`config.mk`:
```
export PLATFORM = sky130hd
export DESIGN_NAME = touch_sample_ctrl_flat
export DESIGN_NICKNAME = d
export VERILOG_FILES = /design/src/rtl/touch_sample_ctrl_if.sv /design/src/rtl/touch_sample_ctrl.sv /design/src/flat_wrapper.sv
export SDC_FILE = /design/constraint.sdc
export NUM_CORES = 1
export LEC_CHECK = 0
export BUFFER_PORTS_ARGS = -buffer_cell sky130_fd_sc_hd__buf_2
export CAP_MARGIN = 30
export CORE_ASPECT_RATIO = 1.5
export CORE_UTILIZATION = 54
export DETAILED_ROUTE_END_ITERATION = 6
export PLACE_DENSITY_LB_ADDON = 0.25
export SYNTH_ARGS = -nofsm -noshare
export SYNTH_HDL_FRONTEND = slang
export SYNTH_SLANG_ARGS = --single-unit
```
`constraint.sdc`:
```
create_clock -name CLOCK -period 2.4 [get_ports CLOCK]
set_clock_uncertainty 0.1 [all_clocks]
set_input_delay 0.24 -clock CLOCK [delete_from_list [all_inputs] [get_ports CLOCK]]
set_output_delay 0.24 -clock CLOCK [all_outputs]
set_load 0.05 [all_outputs]
```
`src/rtl/touch_sample_ctrl_if.sv`:
```
// Request/response link between the touch sampler and the SPI/byte function module.
interface touch_sample_ctrl_if #(
  parameter int NCH = 2,
  parameter int DW  = 8
);
  logic [NCH-1:0] oCall;   // one-hot channel request
  logic           iDone;   // single-cycle completion pulse
  logic [DW-1:0]  iData;   // channel byte, valid with iDone

  modport master (output oCall, input iDone, input iData);
  modport slave  (input oCall, output iDone, output iData);
endinterface

```
`src/rtl/touch_sample_ctrl.sv`:
```
// Touch-panel sampler: IRQ sync + debounce, N-channel averaged acquisition,
// periodic resampling while the pen is held, pen-down/pen-up reporting.
module touch_sample_ctrl #(
  parameter int NCH      = 2,
  parameter int DW       = 8,
  parameter int AVG_LOG2 = 2,
  parameter int DEB_CYC  = 1000,
  parameter int INTERVAL = 50000
) (
  input  logic                  CLOCK,
  input  logic                  RESET,
  input  logic                  TP_IRQ,
  input  logic                  iEn,
  touch_sample_ctrl_if.master   bus,
  output logic                  oDone,
  output logic [NCH*DW-1:0]     oData,
  output logic                  oPenDown,
  output logic                  oPenUp
);
  localparam int AW  = DW + AVG_LOG2;                 // sum of 2^AVG_LOG2 bytes fits
  localparam int CHW = (NCH > 1) ? $clog2(NCH) : 1;
  localparam int RW  = (AVG_LOG2 > 0) ? AVG_LOG2 : 1;
  localparam int DBW = (DEB_CYC > 1) ? $clog2(DEB_CYC) : 1;
  localparam int WTW = (INTERVAL > 1) ? $clog2(INTERVAL) : 1;

  localparam logic [CHW-1:0] CH_TOP   = CHW'(NCH - 1);
  localparam logic [RW-1:0]  RND_TOP  = RW'((1 << AVG_LOG2) - 1);
  localparam logic [DBW-1:0] DEB_LAST = DBW'(DEB_CYC - 1);
  localparam logic [WTW-1:0] WT_LAST  = WTW'(INTERVAL - 1);

  typedef enum logic [2:0] {
    ST_IDLE, ST_DEB, ST_CALL, ST_OUT, ST_WAIT
  } state_t;

  state_t                    r_st;
  logic                      r_irq_m, r_irq_s;
  logic [DBW-1:0]            r_deb;
  logic [WTW-1:0]            r_wt;
  logic [CHW-1:0]            r_ch;
  logic [RW-1:0]             r_round;
  logic                      r_rel;
  logic [NCH-1:0]            r_call;
  logic [NCH-1:0][AW-1:0]    r_acc;
  logic [NCH-1:0]            w_onehot;
  logic [NCH*DW-1:0]         w_res;

  assign bus.oCall = r_call;

  // One-hot decode of the channel currently being requested
  always_comb begin
    w_onehot = '0;
    for (int k = 0; k < NCH; k++) w_onehot[k] = (r_ch == CHW'(k));
  end

  // Per-channel mean: drop the AVG_LOG2 fraction bits (truncating)
  for (genvar k = 0; k < NCH; k++) begin : g_res
    assign w_res[k*DW +: DW] = r_acc[k][AW-1:AVG_LOG2];
    if (AVG_LOG2 > 0) begin : g_lo
      logic w_unused_lo;
      assign w_unused_lo = ^r_acc[k][AVG_LOG2-1:0];
    end
  end

  // Two-flop synchroniser; resets to the released (high) level
  always_ff @(posedge CLOCK or negedge RESET) begin
    if (!RESET) begin
      r_irq_m <= 1'b1;
      r_irq_s <= 1'b1;
    end else begin
      r_irq_m <= TP_IRQ;
      r_irq_s <= r_irq_m;
    end
  end

  // Control FSM with registered outputs
  always_ff @(posedge CLOCK or negedge RESET) begin
    if (!RESET) begin
      r_st     <= ST_IDLE;
      r_deb    <= '0;
      r_wt     <= '0;
      r_ch     <= '0;
      r_round  <= '0;
      r_rel    <= 1'b0;
      r_call   <= '0;
      r_acc    <= '0;
      oDone    <= 1'b0;
      oData    <= '0;
      oPenDown <= 1'b0;
      oPenUp   <= 1'b0;
    end else begin
      oDone  <= 1'b0;
      oPenUp <= 1'b0;
      case (r_st)
        ST_IDLE: begin
          r_deb <= '0;
          if (iEn && !r_irq_s) r_st <= ST_DEB;
        end
        ST_DEB: begin
          if (r_irq_s || !iEn) begin
            r_deb <= '0;
            r_st  <= ST_IDLE;
          end else if (r_deb == DEB_LAST) begin
            r_deb    <= '0;
            oPenDown <= 1'b1;
            r_acc    <= '0;
            r_rel    <= 1'b0;
            r_ch     <= CH_TOP;
            r_round  <= '0;
            r_st     <= ST_CALL;
          end else begin
            r_deb <= r_deb + 1'b1;
          end
        end
        ST_CALL: begin
          // Release is only noted here; the set is discarded at OUT
          if (r_irq_s) r_rel <= 1'b1;
          if (r_call == '0) begin
            r_call <= w_onehot;              // one idle cycle before each request
          end else if (bus.iDone) begin
            r_call       <= '0;
            r_acc[r_ch]  <= r_acc[r_ch] + AW'(bus.iData);
            if (r_ch != '0) begin
              r_ch <= r_ch - 1'b1;
            end else begin
              r_ch    <= CH_TOP;
              r_round <= r_round + 1'b1;
              if (r_round == RND_TOP) r_st <= ST_OUT;
            end
          end
        end
        ST_OUT: begin
          if (!r_rel) begin
            oData <= w_res;
            oDone <= 1'b1;
            r_wt  <= '0;
            r_st  <= ST_WAIT;
          end else begin
            oPenUp   <= 1'b1;
            oPenDown <= 1'b0;
            r_st     <= ST_IDLE;
          end
        end
        ST_WAIT: begin
          if (r_irq_s) begin
            oPenUp   <= 1'b1;
            oPenDown <= 1'b0;
            r_st     <= ST_IDLE;
          end else if (!iEn) begin
            oPenDown <= 1'b0;                // disable is not a pen release
            r_st     <= ST_IDLE;
          end else if (r_wt == WT_LAST) begin
            r_wt    <= '0;
            r_acc   <= '0;
            r_rel   <= 1'b0;
            r_ch    <= CH_TOP;
            r_round <= '0;
            r_st    <= ST_CALL;
          end else begin
            r_wt <= r_wt + 1'b1;
          end
        end
        default: r_st <= ST_IDLE;
      endcase
    end
  end
endmodule

```
`src/flat_wrapper.sv`:
```
// flat-port wrapper written by rule: the top's interface ports become plain ports
module touch_sample_ctrl_flat 
#(
  parameter int NCH      = 2,
  parameter int DW       = 8,
  parameter int AVG_LOG2 = 2,
  parameter int DEB_CYC  = 1000,
  parameter int INTERVAL = 50000
)
  (CLOCK, RESET, TP_IRQ, iEn, oDone, oData, oPenDown, oPenUp, bus_oCall, bus_iDone, bus_iData);
  touch_sample_ctrl_if #(.NCH(NCH), .DW(DW)) bus_i ();
  input  logic CLOCK;
  input  logic RESET;
  input  logic TP_IRQ;
  input  logic iEn;
  output logic oDone;
  output logic [NCH*DW-1:0] oData;
  output logic oPenDown;
  output logic oPenUp;
  output wire logic [$bits(bus_i.oCall)-1:0] bus_oCall;
  input wire logic [$bits(bus_i.iDone)-1:0] bus_iDone;
  input wire logic [$bits(bus_i.iData)-1:0] bus_iData;
  assign bus_oCall = bus_i.oCall;
  assign bus_i.iDone = bus_iDone;
  assign bus_i.iData = bus_iData;
  touch_sample_ctrl #(.NCH(NCH), .DW(DW), .AVG_LOG2(AVG_LOG2), .DEB_CYC(DEB_CYC), .INTERVAL(INTERVAL)) u_core (.CLOCK(CLOCK), .RESET(RESET), .TP_IRQ(TP_IRQ), .iEn(iEn), .bus(bus_i), .oDone(oDone), .oData(oData), .oPenDown(oPenDown), .oPenUp(oPenUp));
endmodule
```
==> results of run 1 <==
## synth_stat cells, drive strengths merged (2+ instances only)
| library cell | number | area (um2) |
|---|---|---|
| a211oi | 3 | 22.52 |
| a21o | 5 | 37.54 |
| a21oi | 9 | 45.04 |
| a22o | 26 | 227.7 |
| a31oi | 2 | 12.51 |
| and2 | 5 | 31.28 |
| and3 | 5 | 31.28 |
| buf | 7 | 45.04 |
| clkbuf | 5 | 18.77 |
| dfrtp | 74 | 1852 |
| dfstp | 2 | 52.55 |
| ha | 11 | 137.6 |
| inv | 7 | 26.28 |
| mux2 | 26 | 292.8 |
| mux2i | 3 | 30.03 |
| nand2 | 21 | 78.83 |
| nand3 | 7 | 35.03 |
| nand3b | 2 | 15.01 |
| nand4 | 7 | 43.79 |
| nor2 | 36 | 137.6 |
| nor2b | 4 | 25.02 |
| nor3 | 12 | 60.06 |
| nor3b | 6 | 45.04 |
| nor4 | 5 | 46.29 |
| o21a | 2 | 15.01 |
| o21ai | 16 | 80.08 |
| o21bai | 2 | 15.01 |
| o41ai | 3 | 26.28 |
| or2 | 2 | 12.51 |
| or3 | 3 | 18.77 |
| or3b | 2 | 17.52 |
| or4 | 2 | 15.01 |
| or4b | 3 | 33.78 |
| xnor2 | 17 | 148.9 |
| xor2 | 3 | 26.28 |
## flip-flops by register name, indices dropped and copies added, names as in the netlist
name,count
u_core.r_rel,1
u_core.r_ch,1
u_core.r_acc,20
u_core.oPenDown,1
u_core.r_st,3
u_core.r_wt,16
u_core.r_irq_s,1
u_core.r_deb,10
u_core.oDone,1
u_core.oData,16
u_core.bus.oCall,2
u_core.r_irq_m,1
u_core.oPenUp,1
u_core.r_round,2
## worst reg2reg max path, cell delays in order, from the launching register on
cell and delay [ps]:
dfrtp_2 430, buf_4 130, mux2_2 330, ha_2 370, nor2b_2 190, o2111ai_2 130, a31oi_1 220, xnor2_1 100
a22o_1 210
## routing by layer
metal / share of wire [%] / vias to the layer above / track usage [%]
li1: - / 1450 / -
met1: 43 / 1505 / 29.17
met2: 53 / 57 / 43.54
met3: 2.8 / 15 / 4.589
met4: 1.8 / 0 / 9.714
met5: 0 / - / 0
## cells by family after synthesis
group | share of synthesized area (%)
adder cells (fa/ha/maj) | 4.084
multiplexers | 8.363
XOR/XNOR | 4.538
AND/OR/NAND/NOR | 17.93
buffers and inverters | 2.334
AO/OA/AOI/OAI | 13.42
flip-flops | 49.34
## layout make-up
type	instances	area, um2	area share (%)
Tap cell	78	97.59	2.079
Inverter	7	26.28	0.5597
Clock buffer	9	123.9	2.639
Clock inverter	7	91.34	1.946
Multi-Input combinational cell	260	1949	41.52
Timing Repair Buffer	74	500.5	10.66
Sequential cell	76	1906	40.59
## report_power, final
group          internal (mW)  switching, mW  leakage [nW]
clock network          0.581          0.481         0.109
registers               1.59          0.225          1.01
logic                   1.13           1.52          1.14
## path summary, 6_finish.rpt
| kind | to | slack [ps] | depth (start not counted) |
|---|---|---|---|
| max in group asynchronous | u_core.oData[10] | 1270 | 3 |
| min in group asynchronous | u_core.r_acc[1] | 350 | 2 |
| max | u_core.r_acc[8] | 70 | 8 |
| max reg2reg | u_core.r_acc[8] | 70 | 8 |
| min | u_core.bus.oCall[0] | 120 | 3 |
| min reg2reg | u_core.r_irq_s | 260 | 0 |
## stage by stage
stage	power, mW	cell area, um2	hold WS, ps	TNS (ps)	cells
after detailed placement	4.301	4359	208.1	-504.1	490
after floorplan	3.565	3861	-155.6	0	355
after global placement	4.229	4359	192.1	-86.59	490
after CTS	5.406	4613	102.6	0	509
after global routing	5.850	4695	120.1	-5.428	511
final	5.519	4695	122.9	0	511
## what timing repair did
action | 4_1_cts | 5_1_grt
hold buffers | 2 | 0
hold endpoints to repair | 47 | 0
resized for setup | 5 | 18
endpoints found under the setup margin | 14 | 17
setup buffers | 1 | 2
pin swaps | 0 | 3
==> summary.txt, run 1 <==
status: finished clean
CP Cell Sequence: buf_4, mux2_2, ha_2, nor2b_2, o2111ai_2, a31oi_1, xnor2_1, a22o_1
initial antenna violation count: 0
Required @ worst endpoint: 2550 ps
Clk Latency, worst-skew pair: 360 ps
Placer Congestion: 0.8733
commonest non-fill, non-tap cell in the layout: dfrtp_1
final core utilization: 68.06%
antenna-violating nets left: 0
fin. max-slew vios: 0
Core Region: 0.006898 mm2
Seq cells post-synth: 76
DR vias/cell: 5.924
crit path kind: register to register
DR iter-0 viols: 163
minimum clock period: 2327 ps
crit-path max cell delay: 430 ps
via count: 3027
number of diodes: 0
io pins: 34
hold_sp: bus_iDone
row cnt: 37
final worst slack: 72.50 ps
CP max FO: 4
Top Family by Delay on Critical Path: compound AO/OA/AOI/OAI gates
overall routing resource usage: 24.61%
Setup crit start kind: register
die height: 105.5 um
Post-Route WL: 8379 um
Reg clk slew, reported paths: 90 ps
power density over the cells: 1176 mW/mm2
Final Hold Viols: 0
pre-CTS setup slack: -180.5 ps
number of global-route vias before repair: 3052
global-route wire length before repair: 14240 um
most frequent cells in the layout: dfrtp_1 (73), buf_4 (38), nor2_1 (35)
total grt overflow: 0
EDFF count, synth: 0
yosys warns: 0
routed wire length per instance: 16.40 um
worst r2r src: u_core.r_ch
max-cap viol count: 0
CP arrival: 2470 ps
clock tree root driver cell: clkbuf_8
slowest cell on the critical path: dfrtp_2
endpoints failing setup: 0
number of fill cells in the layout: 529
ys flop type: dfrtp_1
H-tree lvl count: 3
cell leakage power: 2.266 nW
Final #Nets: 453
Avg Synthesized Cell Area: 10.87 um2
sequential share of the synthesized area: 49.34%
Area Overhead vs Synth: 21.62%
cells after synthesis: 355
peak supply drop: 1.049 mV
TritonCTS clock tree: done
post-synthesis async set-or-reset flop share: 100.0%
CP endpoint kind: register
Initial Util: 55.96%
layout cell share with drive strength beyond 1: 32.79%
Fmax: 429.6 MHz
mapped cell area: 0.003860 mm2
Worst Hold Class: primary input to register
count of different cell masters after synthesis: 51
drt drc: 0
relative slew slack: 53.93%
Num CTS Buffers: 9
largest net degree at the start of global routing: 50
router iterations before antenna repair: 4
worst path bufs/invs: 1
Tcrit/Tclk final: 96.98%
CP startpoint: u_core.r_ch
Worst Tran Pin Value: 691.1 ps
DP HPWL: 5893 um
die width: 71.03 um
Port Buf Inserts: 33
Post-Syn Nets: 380
Sink Count: 76
clock buffer depth: 2
die area: 0.007497 mm2
No activity file was read; power rests on OpenSTA's default activity.
==> run 2, diff against run 1 <==
--- a/config.mk
+++ b/config.mk
@@ -8,7 +8,7 @@
 export BUFFER_PORTS_ARGS = -buffer_cell sky130_fd_sc_hd__buf_2
 export CAP_MARGIN = 30
 export CORE_ASPECT_RATIO = 1.5
-export CORE_UTILIZATION = 54
+export CORE_UTILIZATION = 64
 export DETAILED_ROUTE_END_ITERATION = 6
 export PLACE_DENSITY_LB_ADDON = 0.25
 export SYNTH_ARGS = -nofsm -noshare
==> constraint.sdc (replaced) <==
create_clock -name CLOCK -period 3 [get_ports CLOCK]
set_clock_uncertainty 0.1 [all_clocks]
set_input_delay 0.3 -clock CLOCK [delete_from_list [all_inputs] [get_ports CLOCK]]
set_output_delay 0.3 -clock CLOCK [all_outputs]
set_load 0.05 [all_outputs]
==> summary.txt, run 2 (synthesis results as in run 1) <==
CP arrival: 2850 ps (+380 ps)
r2r endpoint: u_core.r_acc[19]
status: finished, violations left
CP endpoint kind: register
final setup TNS: 0 ps (unchanged)
Core Region: 0.005828 mm2 (-16%)
Fmax: 368.6 MHz (-14%)
Reg clk slew, reported paths: 80 ps (about the same)
initial antenna violation count: 0 (unchanged)
Sw Ratio: 39.50% (-0.78 points)
total grt overflow: 0 (unchanged)
clock tree root driver cell: clkbuf_8
Int Pwr: 2.550 mW (-23%)
via count: 2914 (-3.7%)
cell mode on critical path: a211oi_1
Area Overhead vs Synth: 13.13%
io pins: 34 (unchanged)
CP Cell Sequence: mux2i_1, inv_1, ha_1, a211oi_1, nor2_1, o21ai_0, a211oi_1, a22o_1
commonest non-fill, non-tap cell in the layout: dfrtp_1
Top Family by Delay on Critical Path: compound AO/OA/AOI/OAI gates
Clk Latency, worst-skew pair: 340 ps (-20 ps)
Tcrit/Tclk final: 90.44% (-6.5 points)
Regs by FF count: u_core.r_acc: 20 flops, u_core.oData: 16 flops, u_core.r_wt: 16 flops
Required @ worst endpoint: 3140 ps (+590 ps)
die area: 0.006352 mm2 (-15%)
cell leakage power: 2.097 nW (-7.5%)
violated checks: hold timing
global-route wire length before repair: 13790 um (-3.1%)
final cell count without fillers: 470 (-8.0%)
max FFs per register: 20 (unchanged)
row cnt: 34 (-8.1%)
largest net degree at the start of global routing: 77 (+54%)
worst reg-to-reg path cell count: 8 (unchanged)
crit path kind: register to register
die width: 65.41 um (-7.9%)
routed wire length per instance: 17.06 um (+4.0%)
CP max FO: 10 (+6)
number of global-route vias before repair: 2939 (-3.7%)
peak supply drop: 0.8090 mV (-23%)
R2R Setup Slk: 290 ps (+210 ps)
combinational share of power: 42.3% (-5.6 points)
Worst Tran Pin Value: 927.3 ps (+236.2 ps)
pre-CTS setup slack: 337.4 ps (+517.8 ps)
die height: 97.12 um (-8.0%)
worst r2r src: u_core.r_ch
minimum clock period: 2713 ps (+385.7 ps)
H-tree lvl count: 3 (unchanged)
worst path bufs/invs: 1 (unchanged)
max-cap viol count: 0 (unchanged)
Final #Nets: 418 (-7.7%)
number of diodes: 0 (unchanged)
Post-CTS Repair Setup Buffers: 0 (-1)
hold slack: -20.36 ps (-143.3 ps)
net switching power: 1.664 mW (-25%)
Initial Util: 66.23% (+10 points)
antenna-violating nets left: 0 (unchanged)
clock share of power: 22.7% (+3.5 points)
DR vias/cell: 6.200 (+4.7%)
DR iter-0 viols: 164 (+0.61%)
Gates resized, CTS repair: 0 (-5)
layout cell share with drive strength beyond 1: 22.61% (-10 points)
clock buffer depth: 2 (unchanged)
Setup crit start kind: register
slowest cell on the critical path: dfrtp_1
Worst Hold Class: primary input to async pin
most frequent cells in the layout: dfrtp_1 (74), nor2_1 (35), buf_2 (32)
Reg power frac: 35.1% (+2.3 points)
TritonCTS clock tree: done
Placed Instances: 453 (-7.6%)
drt drc: 0 (unchanged)
Final Hold Viols: 5 (+5)
Post-Route WL: 8018 um (-4.3%)
Sink Count: 76 (unchanged)
largest register by flop count: u_core.r_acc
Post-CTS Hold Buffers: 1 (-1)
relative slew slack: 38.06% (-16 points)
DP HPWL: 5483 um (-7.0%)
fin. max-slew vios: 0 (unchanged)
endpoints failing setup: 0 (unchanged)
final worst slack: 286.8 ps (+214.3 ps)
RSZ-0062 raised after global routing: false
router iterations before antenna repair: 5 (+1)
crit-path max cell delay: 600 ps (+170 ps)
overall routing resource usage: 28.38% (+3.8 points)
Num CTS Buffers: 9 (unchanged)
power density over the cells: 965.0 mW/mm2 (-18%)
Placer Congestion: 0.9175 (+5.1%)
Port Buf Inserts: 33 (unchanged)
CP startpoint: u_core.r_ch
## run 2: cell count changes in the layout (fill, tap and decap cells not counted), moves of 2 or more
cell	change
a21oi_1	+2
a211oi_1	+2
ha_2	-2
buf_4	-32
o21ai_2	-3
a21oi_2	-2
a211oi_2	-2
nor2b_1	+2
clkinv_2	-2
ha_1	+3
clkbuf_8	+2
nor2b_2	-2
o21ai_0	+4
## run 2: power by group through the flow
| stage | Combinational (mW) | Clock (mW) | Sequential, mW |
|---|---|---|---|
| 2_1_floorplan | 1.08 | 0 | 1.77 |
| 3_3_place_gp | 1.72 | 0 | 1.48 |
| 3_5_place_dp | 1.77 | 0 | 1.49 |
| 4_1_cts | 1.79 | 0.970 | 1.48 |
| 5_1_grt | 1.95 | 1.02 | 1.51 |
| 6_report | 1.78 | 0.955 | 1.48 |
## run 2: how the worst max path moves through the flow
stage	cells after the start	endpoint	slack, ps
floorplan	9	u_core.r_acc[19]	440
global placement	8	u_core.r_acc[19]	380
detailed placement	8	u_core.r_acc[19]	340
CTS	8	u_core.r_acc[19]	310
global route	8	u_core.r_acc[19]	120
finish	8	u_core.r_acc[19]	290
## run 2: area by class of cell
cell class	count	area [um2]
Clock buffer	12	155.1
Clock inverter	4	95.09
Fill cell	393	1461
Inverter	7	26.28
Multi-Input combinational cell	260	1881
Sequential cell	76	1904
Tap cell	72	90.09
Timing Repair Buffer	39	215.2
## run 2: metal layers
layer	wire, um	vias to the layer above	share of wire, %	track usage, %
li1	-	1379	-	-
met1	3215	1448	40	33.65
met2	4297	67	54	48.69
met4	223	0	2.8	12.21
met5	0	-	0	0
met3	281	20	3.5	5.634
## run 2: metrics by stage
step                      utilization [%]  total power [mW]  area, um2  hold slack [ps]
final                               74.92             4.214       4367           -20.36
after global routing                74.92             4.472       4367            70.53
after CTS                           74.92             4.233       4367            18.12
after detailed placement            70.46             3.259       4106            254.6
after global placement              70.46             3.198       4106            245.9
after floorplan                         -             2.850       3860           -95.59
==> run 3, diff against run 2 <==
--- a/config.mk
+++ b/config.mk
@@ -10,7 +10,9 @@
 export CORE_ASPECT_RATIO = 1.5
 export CORE_UTILIZATION = 64
 export DETAILED_ROUTE_END_ITERATION = 6
+export HOLD_SLACK_MARGIN = 0.08
 export PLACE_DENSITY_LB_ADDON = 0.25
+export SETUP_SLACK_MARGIN = 0.1
 export SYNTH_ARGS = -nofsm -noshare
 export SYNTH_HDL_FRONTEND = slang
 export SYNTH_SLANG_ARGS = --single-unit
==> summary.txt, run 3 (synthesis results as in run 1) <==
overall routing resource usage: 28.38% (unchanged)
clock buffer depth: 2 (unchanged)
Port Buf Inserts: 33 (unchanged)
Post-Route WL: 8034 um (+0.20%)
clock tree root driver cell: clkbuf_8
router iterations before antenna repair: 4 (-1)
Fmax: 369.3 MHz (+0.19%)
die width: 65.41 um (unchanged)
DR vias/cell: 6.197 (about the same)
antenna-violating nets left: 0 (unchanged)
Setup crit start kind: register
number of diodes: 0 (unchanged)
Initial Util: 66.23% (unchanged)
RSZ-0062 raised after global routing: false
Reg clk slew, reported paths: 80 ps (about the same)
Placer Congestion: 0.9175 (unchanged)
routed wire length per instance: 17.06 um (about the same)
net switching power: 1.666 mW (+0.12%)
fin. max-slew vios: 0 (unchanged)
CP endpoint kind: register
via count: 2919 (+0.17%)
largest net degree at the start of global routing: 77 (unchanged)
number of fill cells in the layout: 392 (-0.25%)
die area: 0.006352 mm2 (unchanged)
Reg power frac: 35.0% (about the same)
Num CTS Buffers: 9 (unchanged)
DR iter-0 viols: 158 (-3.7%)
combinational share of power: 42.3% (about the same)
commonest non-fill, non-tap cell in the layout: dfrtp_1
initial antenna violation count: 0 (unchanged)
Final Hold Viols: 0 (-5)
Gates resized, CTS repair: 0 (unchanged)
cell leakage power: 2.101 nW (+0.20%)
crit path kind: register to register
Core Region: 0.005828 mm2 (unchanged)
final worst slack: 291.9 ps (+5.026 ps)
Area Overhead vs Synth: 13.39%
drt drc: 0 (unchanged)
Required @ worst endpoint: 3130 ps (about the same)
die height: 97.12 um (unchanged)
DP HPWL: 5483 um (unchanged)
largest register by flop count: u_core.r_acc
max-cap viol count: 0 (unchanged)
TritonCTS clock tree: done
pre-CTS setup slack: 337.4 ps (unchanged)
Sw Ratio: 39.51% (about the same)
power density over the cells: 963.4 mW/mm2 (-0.16%)
status: finished clean
Worst Hold Class: primary input to register
global-route wire length before repair: 13790 um (unchanged)
final setup TNS: 0 ps (unchanged)
most frequent cells in the layout: dfrtp_1 (74), nor2_1 (35), buf_2 (32)
Clk Latency, worst-skew pair: 340 ps (about the same)
row cnt: 34 (unchanged)
H-tree lvl count: 3 (unchanged)
relative slew slack: 38.03% (about the same)
layout cell share with drive strength beyond 1: 22.56% (-0.057 points)
Regs by FF count: u_core.r_acc: 20 flops, u_core.oData: 16 flops, u_core.r_wt: 16 flops
total grt overflow: 0 (unchanged)
peak supply drop: 0.8082 mV (-0.10%)
number of global-route vias before repair: 2939 (unchanged)
endpoints failing setup: 0 (unchanged)
minimum clock period: 2708 ps (-5.026 ps)
Final #Nets: 419 (+0.24%)
Worst Tran Pin Value: 929.5 ps (+2.221 ps)
CP max FO: 10 (unchanged)
Tcrit/Tclk final: 90.27% (-0.17 points)
max FFs per register: 20 (unchanged)
clock share of power: 22.6% (about the same)
Int Pwr: 2.550 mW (about the same)
io pins: 34 (unchanged)
CP arrival: 2840 ps (about the same)
Sink Count: 76 (unchanged)
-- run 3: cell types whose count changed in the layout (fill, tap and decap cells not counted) --
cell / previous run / this run
dlygate4sd3_1: 1 / 2
-- run 3: cell type report --
cell class	instances	area [um2]	share of cell area, %
flip-flops and latches	76	1904	43.51
multi-input cells	260	1881	42.97
repair buffers	40	225.2	5.146
clock buffers	12	155.1	3.545
clock inverters	4	95.09	2.173
well taps	72	90.09	2.058
inverters	7	26.28	0.6003
-- run 3: final timing paths --
path,from,to,slack [ps],cells past startpoint
setup / recovery,u_core.r_ch,u_core.r_acc[19],290,8
hold / removal,bus_iDone,u_core.bus.oCall[0],220,3
setup reg to reg,u_core.r_ch,u_core.r_acc[19],290,8
hold reg to reg,u_core.r_irq_m,u_core.r_irq_s,260,0
max in group asynchronous,RESET,u_core.oData[12],1660,2
min in group asynchronous,RESET,u_core.r_deb[9],530,2
-- run 3: routing by layer --
layer  up-vias  global-route usage, %  part of all wire, %
met5         -                      0                    0
met4         0                  12.21                  2.8
met3        20                  5.634                  3.1
met2        68                  48.69                   53
met1      1448                  33.65                   41
li1       1383                      -                    -
-- run 3: worst max-delay path, stage by stage (launching register included) --
cell and delay (ps):
dfrtp_1 610, mux2i_1 370, inv_1 80, ha_1 300, a211oi_1 320, nor2_1 120
o21ai_0 310, a211oi_1 170, a22o_1 220
-- run 3: timing repair --
item	in CTS	in global routing
hold endpoints to repair	75	0
hold buffers	2	0
buffers inserted	0	0
-- run 3: per-stage QoR --
| stage | instances | power, mW | utilization, % | area (um2) | hold slack (ps) |
|---|---|---|---|---|---|
| final | 471 | 4.217 | 75.10 | 4377 | 222.0 |
| after detailed placement | 453 | 3.259 | 70.46 | 4106 | 254.6 |
| after floorplan | 355 | 2.850 | - | 3860 | -95.59 |
| after CTS | 471 | 4.234 | 75.10 | 4377 | 201.7 |
| after global routing | 471 | 4.473 | 75.10 | 4377 | 215.6 |
| after global placement | 453 | 3.198 | 70.46 | 4106 | 245.9 |
-- run 3: power by group through the flow --
stage | clock network (mW) | logic, mW | registers (mW)
2_1_floorplan | 0 | 1.08 | 1.77
3_3_place_gp | 0 | 1.72 | 1.48
3_5_place_dp | 0 | 1.77 | 1.49
4_1_cts | 0.970 | 1.79 | 1.48
5_1_grt | 1.02 | 1.95 | 1.51
6_report | 0.954 | 1.78 | 1.48
